**config.mk**
```make
export PLATFORM = sky130hd
export DESIGN_NAME = core_divider_flat
export DESIGN_NICKNAME = d
export VERILOG_FILES = /design/src/rtl/core_divider_if.sv /design/src/rtl/core_divider.sv /design/src/flat_wrapper.sv
export SDC_FILE = /design/constraint.sdc
export NUM_CORES = 1
export LEC_CHECK = 0
export ABC_AREA = 0
export BUFFER_PORTS_ARGS = -buffer_cell sky130_fd_sc_hd__buf_2
export CORE_ASPECT_RATIO = 0.7
export CORE_UTILIZATION = 49
export CTS_BUF_LIST = sky130_fd_sc_hd__clkbuf_16
export CTS_CLUSTER_DIAMETER = 150
export DETAILED_ROUTE_END_ITERATION = 10
export PLACE_DENSITY = 0.72
export SLEW_MARGIN = 20
export SYNTH_ARGS = -nofsm -noshare
export SYNTH_HDL_FRONTEND = slang
export SYNTH_SLANG_ARGS = --single-unit
```
**constraint.sdc**
```tcl
create_clock -name clk -period 2.1 [get_ports clk]
set_input_delay 0.42 -clock clk [delete_from_list [all_inputs] [get_ports clk]]
set_output_delay 0.42 -clock clk [all_outputs]
set_load 0.05 [all_outputs]
```
**src/rtl/core_divider_if.sv**
```systemverilog
// Handshake bundle for the restoring divider: operand request side and result side.
interface core_divider_if #(
  parameter int DW = 4
);
  localparam int NW = 2 * DW;

  logic          in_valid;
  logic          in_ready;
  logic [NW-1:0] dividend;
  logic [DW-1:0] divisor;
  logic          out_valid;
  logic          out_ready;
  logic [NW-1:0] quotient;
  logic [DW-1:0] remainder;
  logic          div_by_zero;

  modport master (
    output in_valid, dividend, divisor, out_ready,
    input  in_ready, out_valid, quotient, remainder, div_by_zero
  );

  modport slave (
    input  in_valid, dividend, divisor, out_ready,
    output in_ready, out_valid, quotient, remainder, div_by_zero
  );
endinterface

```
**src/rtl/core_divider.sv**
```systemverilog
// Sequential restoring divider: NW-bit dividend / DW-bit divisor, one quotient bit per clock,
// valid/ready on both sides.
module core_divider #(
  parameter int DW = 4
) (
  input logic          clk,
  input logic          rst_n,
  core_divider_if.slave bus
);
  localparam int NW = 2 * DW;
  localparam int CW = $clog2(NW);

  typedef enum logic [1:0] {IDLE, BUSY, DONE} state_t;

  state_t        state;
  logic [CW-1:0] cnt;
  logic          in_ready_r;
  logic          out_valid_r;
  logic [NW-1:0] quotient_r;
  logic [DW-1:0] remainder_r;
  logic          dz_r;

  logic [DW:0]   rem_w;
  logic [NW-1:0] quo_w;
  logic [DW-1:0] dvs;

  logic          accept;
  logic [DW+1:0] shifted;
  logic [DW+1:0] trial;
  logic          q_bit;
  logic [DW:0]   rem_nxt;
  logic [NW-1:0] quo_nxt;

  function automatic logic [DW+1:0] trial_sub(input logic [DW+1:0] pr, input logic [DW-1:0] d);
    return pr - {2'b00, d};
  endfunction

  assign accept = bus.in_valid & in_ready_r;

  // quo_w doubles as the dividend shifter: dividend bits leave at the top, quotient bits enter at the bottom
  always_comb begin
    shifted = {rem_w, quo_w[NW-1]};
    trial   = trial_sub(shifted, dvs);
    q_bit   = ~trial[DW+1];
    rem_nxt = q_bit ? trial[DW:0] : shifted[DW:0];
    quo_nxt = {quo_w[NW-2:0], q_bit};
  end

  always_ff @(posedge clk) begin
    if (state == IDLE && accept) begin
      rem_w <= '0;
      quo_w <= bus.dividend;
      dvs   <= bus.divisor;
    end else if (state == BUSY) begin
      rem_w <= rem_nxt;
      quo_w <= quo_nxt;
    end
  end

  always_ff @(posedge clk or negedge rst_n) begin
    if (!rst_n) begin
      state       <= IDLE;
      cnt         <= '0;
      in_ready_r  <= 1'b1;
      out_valid_r <= 1'b0;
      quotient_r  <= '0;
      remainder_r <= '0;
      dz_r        <= 1'b0;
    end else begin
      case (state)
        IDLE: begin
          if (accept) begin
            in_ready_r <= 1'b0;
            cnt        <= CW'(NW - 1);
            if (bus.divisor == '0) begin
              state       <= DONE;
              quotient_r  <= '1;
              remainder_r <= '0;
              dz_r        <= 1'b1;
            end else begin
              state <= BUSY;
            end
          end
        end
        BUSY: begin
          if (cnt == '0) begin
            state       <= DONE;
            out_valid_r <= 1'b1;
            quotient_r  <= quo_nxt;
            remainder_r <= rem_nxt[DW-1:0];
            dz_r        <= 1'b0;
          end else begin
            cnt <= cnt - 1'b1;
          end
        end
        DONE: begin
          // divide-by-zero enters DONE straight from IDLE; out_valid rises one edge later
          if (out_valid_r && bus.out_ready) begin
            state       <= IDLE;
            out_valid_r <= 1'b0;
            in_ready_r  <= 1'b1;
          end else begin
            out_valid_r <= 1'b1;
          end
        end
        default: begin
          state       <= IDLE;
          in_ready_r  <= 1'b1;
          out_valid_r <= 1'b0;
        end
      endcase
    end
  end

  assign bus.in_ready    = in_ready_r;
  assign bus.out_valid   = out_valid_r;
  assign bus.quotient    = quotient_r;
  assign bus.remainder   = remainder_r;
  assign bus.div_by_zero = dz_r;
endmodule

```
**src/flat_wrapper.sv**
```systemverilog
// flat-port wrapper written by rule: the top's interface ports become plain ports
module core_divider_flat 
#(
  parameter int DW = 4
)
  (clk, rst_n, bus_in_valid, bus_dividend, bus_divisor, bus_out_ready, bus_in_ready, bus_out_valid, bus_quotient, bus_remainder, bus_div_by_zero);
  core_divider_if #(.DW(DW)) bus_i ();
  input logic clk;
  input logic rst_n;
  input wire logic [$bits(bus_i.in_valid)-1:0] bus_in_valid;
  input wire logic [$bits(bus_i.dividend)-1:0] bus_dividend;
  input wire logic [$bits(bus_i.divisor)-1:0] bus_divisor;
  input wire logic [$bits(bus_i.out_ready)-1:0] bus_out_ready;
  output wire logic [$bits(bus_i.in_ready)-1:0] bus_in_ready;
  output wire logic [$bits(bus_i.out_valid)-1:0] bus_out_valid;
  output wire logic [$bits(bus_i.quotient)-1:0] bus_quotient;
  output wire logic [$bits(bus_i.remainder)-1:0] bus_remainder;
  output wire logic [$bits(bus_i.div_by_zero)-1:0] bus_div_by_zero;
  assign bus_i.in_valid = bus_in_valid;
  assign bus_i.dividend = bus_dividend;
  assign bus_i.divisor = bus_divisor;
  assign bus_i.out_ready = bus_out_ready;
  assign bus_in_ready = bus_i.in_ready;
  assign bus_out_valid = bus_i.out_valid;
  assign bus_quotient = bus_i.quotient;
  assign bus_remainder = bus_i.remainder;
  assign bus_div_by_zero = bus_i.div_by_zero;
  core_divider #(.DW(DW)) u_core (.clk(clk), .rst_n(rst_n), .bus(bus_i));
endmodule
```
==> results.sh <==
export IMPL_run_status="finished, final reports clean"
export IMPL_dieArea_um2=4397
export IMPL_diodes=0
export IMPL_core_area_um2=3946
export IMPL_die_x_um=78.83
export IMPL_ctsResizeCount=0
export IMPL_clock_skew_final_ns=0.003869
export IMPL_dr_total_vias=1624
export IMPL_clock_fmax_ghz=0.5082
export IMPL_final_cell_mix="45 x nand2_1, 30 x buf_2, 19 x dfrtp_1"
export IMPL_critPathMaxFanout=6
export IMPL_clkTransAtPathRegs_ns=0.06
export IMPL_tightest_slew_ns=0.4503
export IMPL_drc=0
export IMPL_netlist_instances=211
export IMPL_drive_gt1_frac=0.2829
export IMPL_ctsRootBufferMaster="clkbuf_16"
export IMPL_yosys_warnings=0
export IMPL_cts_buffers=5
export IMPL_wl_per_cell_um=13.91
export IMPL_grt_antenna_before_repair=0
export IMPL_criticalPathCategory="flip-flop to flip-flop"
export IMPL_wl_um=4214
export IMPL_synth_nets=237
export IMPL_synthFlopType="dfrtp_1"
export IMPL_std_cell_rows=19
export IMPL_area_delta_synth_final_pct=19.84
export IMPL_syn_area_um2=2024
export IMPL_dp_hpwl_um=3155
export IMPL_tns_ns=0
export IMPL_cts_htree_levels=2
export IMPL_hold_class="primary input to asynchronous set/reset pin"
export IMPL_fin_crit_sh=0.9371
export IMPL_hold_worst_slack_ns=0.07884
export IMPL_clock_latency_ns=0.28
export IMPL_ys_seq_area_frac=0.4753
export IMPL_synthArstFlopShare=0.5405
export IMPL_detailedPlace_worstSlack_ns=0.1279
export IMPL_critical_path_required_ns=2.30
export IMPL_power_density_nw_per_um2=1893
export IMPL_end_kind="flip-flop"
export IMPL_grt_pass1_wl_um=7017
export IMPL_final_area_um2=2426
export IMPL_dp_cells=294
export IMPL_fin_ws_ns=0.1321
export IMPL_gp_congestion=0.8212
export IMPL_critPathLaunchType="flip-flop"
export IMPL_cts_hold_buffers=0
export IMPL_crit_arrival_ns=2.16
export IMPL_power_leakage_nw=1.142
export IMPL_vdd_ir_drop_max_mv=0.9017
export IMPL_synth_edff_count=12
export IMPL_grt_util_all_layers=0.2167
export IMPL_dieHeight_um=55.78
export IMPL_slew_viol_final=0
export IMPL_setup_viol=0
export IMPL_ant_nets=0
export IMPL_stdcell_count=303
export IMPL_grt_pass1_vias=1501
export IMPL_mostFrequentLayoutCell="nand2_1"
export IMPL_drt_initial_drc_count=109
export IMPL_rsz0062_at_grt="no"
export IMPL_avgSynthCellArea_um2=9.595
export IMPL_grt_overflow_total=0
export IMPL_cts_sinks=37
export IMPL_clockBufferDepth=2
export IMPL_grt_max_degree=26
export IMPL_slew_headroom=0.6998
export IMPL_cap_violations=0
export IMPL_first_pass_iters=4
export IMPL_routed_via_density=5.360
export IMPL_finalHoldViolations=0
export IMPL_placed_area_um2=2276
export IMPL_final_nets=276
export IMPL_yosysUniqueCellTypes=51
export IMPL_cts_tree="yes"
export IMPL_port_buffers=30
export IMPL_synth_seq_cells=37
export IMPL_io_pins=31
export IMPL_min_period_ns=1.968
export IMPL_start_util=0.5130
[synthesized netlist by cell type, types with 2 or more instances]
cell type | n | area [µm²]
dfxtp_1 | 5 | 100.1
buf_6 | 2 | 22.52
buf_2 | 4 | 20.02
edfxtp_1 | 12 | 360.4
nor2_1 | 18 | 67.56
nand3_1 | 7 | 35.03
o21ai_0 | 9 | 45.04
mux2i_1 | 3 | 30.03
o21a_1 | 3 | 22.52
nand2_1 | 45 | 168.9
o21ai_2 | 8 | 70.07
nand2b_1 | 2 | 12.51
clkbuf_1 | 2 | 7.510
dfrtp_1 | 19 | 475.5
o31ai_2 | 3 | 37.54
a31oi_1 | 2 | 12.51
a211oi_1 | 2 | 15.01
a21oi_1 | 12 | 60.06
ha_1 | 9 | 112.6
inv_1 | 13 | 48.80
[layout make-up]
type	count	area, µm²
Sequential cell	37	962.2
Tap cell	52	65.06
Timing Repair Buffer	43	260.3
Multi-Input combinational cell	149	943.4
Inverter	14	52.55
Clock buffer	5	125.1
Fill cell	340	1520
Clock inverter	3	17.52
[per-layer routing]
metal / up-vias / global-route usage / part of all wire
met1: 754 / 0.3125 / 0.52
met2: 42 / 0.2981 / 0.42
met5: - / 0 / 0
met4: 0 / 0.1039 / 0.012
li1: 821 / - / -
met3: 7 / 0.06066 / 0.051
[state kept, by name, summed over array words and instances, names as in the netlist]
name,flops
u_core.state,2
u_core.rem_w,5
u_core.bus.quotient,8
u_core.bus.remainder,4
u_core.bus.in_ready,1
u_core.dvs,4
u_core.quo_w,8
u_core.cnt,3
u_core.bus.out_valid,1
u_core.bus.div_by_zero,1
[per-stage QoR]
step	utilization	power, mW
after detailed placement	0.5767	3.841
after global placement	0.5767	3.781
after global routing	0.6148	4.931
after floorplan	-	3.221
after CTS	0.6129	4.585
final	0.6148	4.592
[worst max-delay path, cell delays in order (launching register included)]
cell and delay (ns):
edfxtp_1 0.35, inv_1 0.10, ha_1 0.23, nor2b_1 0.15, o31a_1 0.27, o211ai_4 0.26, mux2_4 0.34, o31ai_2 0.17
[power breakdown]
group / switching (mW) / leakage [nW] / internal [mW]
registers: 0.195 / 0.394 / 1.12
clock network: 0.296 / 0.0712 / 0.435
logic: 1.61 / 0.677 / 0.934
total: 2.10 / 1.14 / 2.49
[worst paths after layout]
path / from / to / slack (ns) / cells after the start
max: u_core.dvs[1]$_DFFE_PP_ / u_core.bus.remainder[0]$_DFFE_PN0P_ / 0.13 / 7
max in group asynchronous: rst_n / u_core.bus.in_ready$_DFFE_PN1P_ / 1.69 / 1
min reg2reg: u_core.bus.quotient[4]$_DFFE_PN0P_ / u_core.bus.quotient[4]$_DFFE_PN0P_ / 0.47 / 2
max reg2reg: u_core.dvs[1]$_DFFE_PP_ / u_core.bus.remainder[0]$_DFFE_PN0P_ / 0.13 / 7
min: rst_n / u_core.bus.out_valid$_DFFE_PN0P_ / 0.08 / 1
min in group clk: bus_divisor[0] / u_core.dvs[0]$_DFFE_PP_ / 0.33 / 1
[cell families after synthesis]
logic type                 after synthesis  share of synthesized area
and+or+nand+nor                         78                     0.1619
AOI/OAI and AO/OA                       56                     0.2120
DFF                                     37                     0.4753
buffers and inverters                   25                    0.05871
adders and majority gates               10                    0.06551
muxes                                    4                    0.02225
xor gates and xnor gates                 1                   0.004327
[what timing repair did]
item / CTS / global route
hold endpoints to repair: 0 / 0
setup buffers: 0 / 1
setup endpoints to repair: 0 / 1
Note: power is estimated with default switching activity, not from simulation.
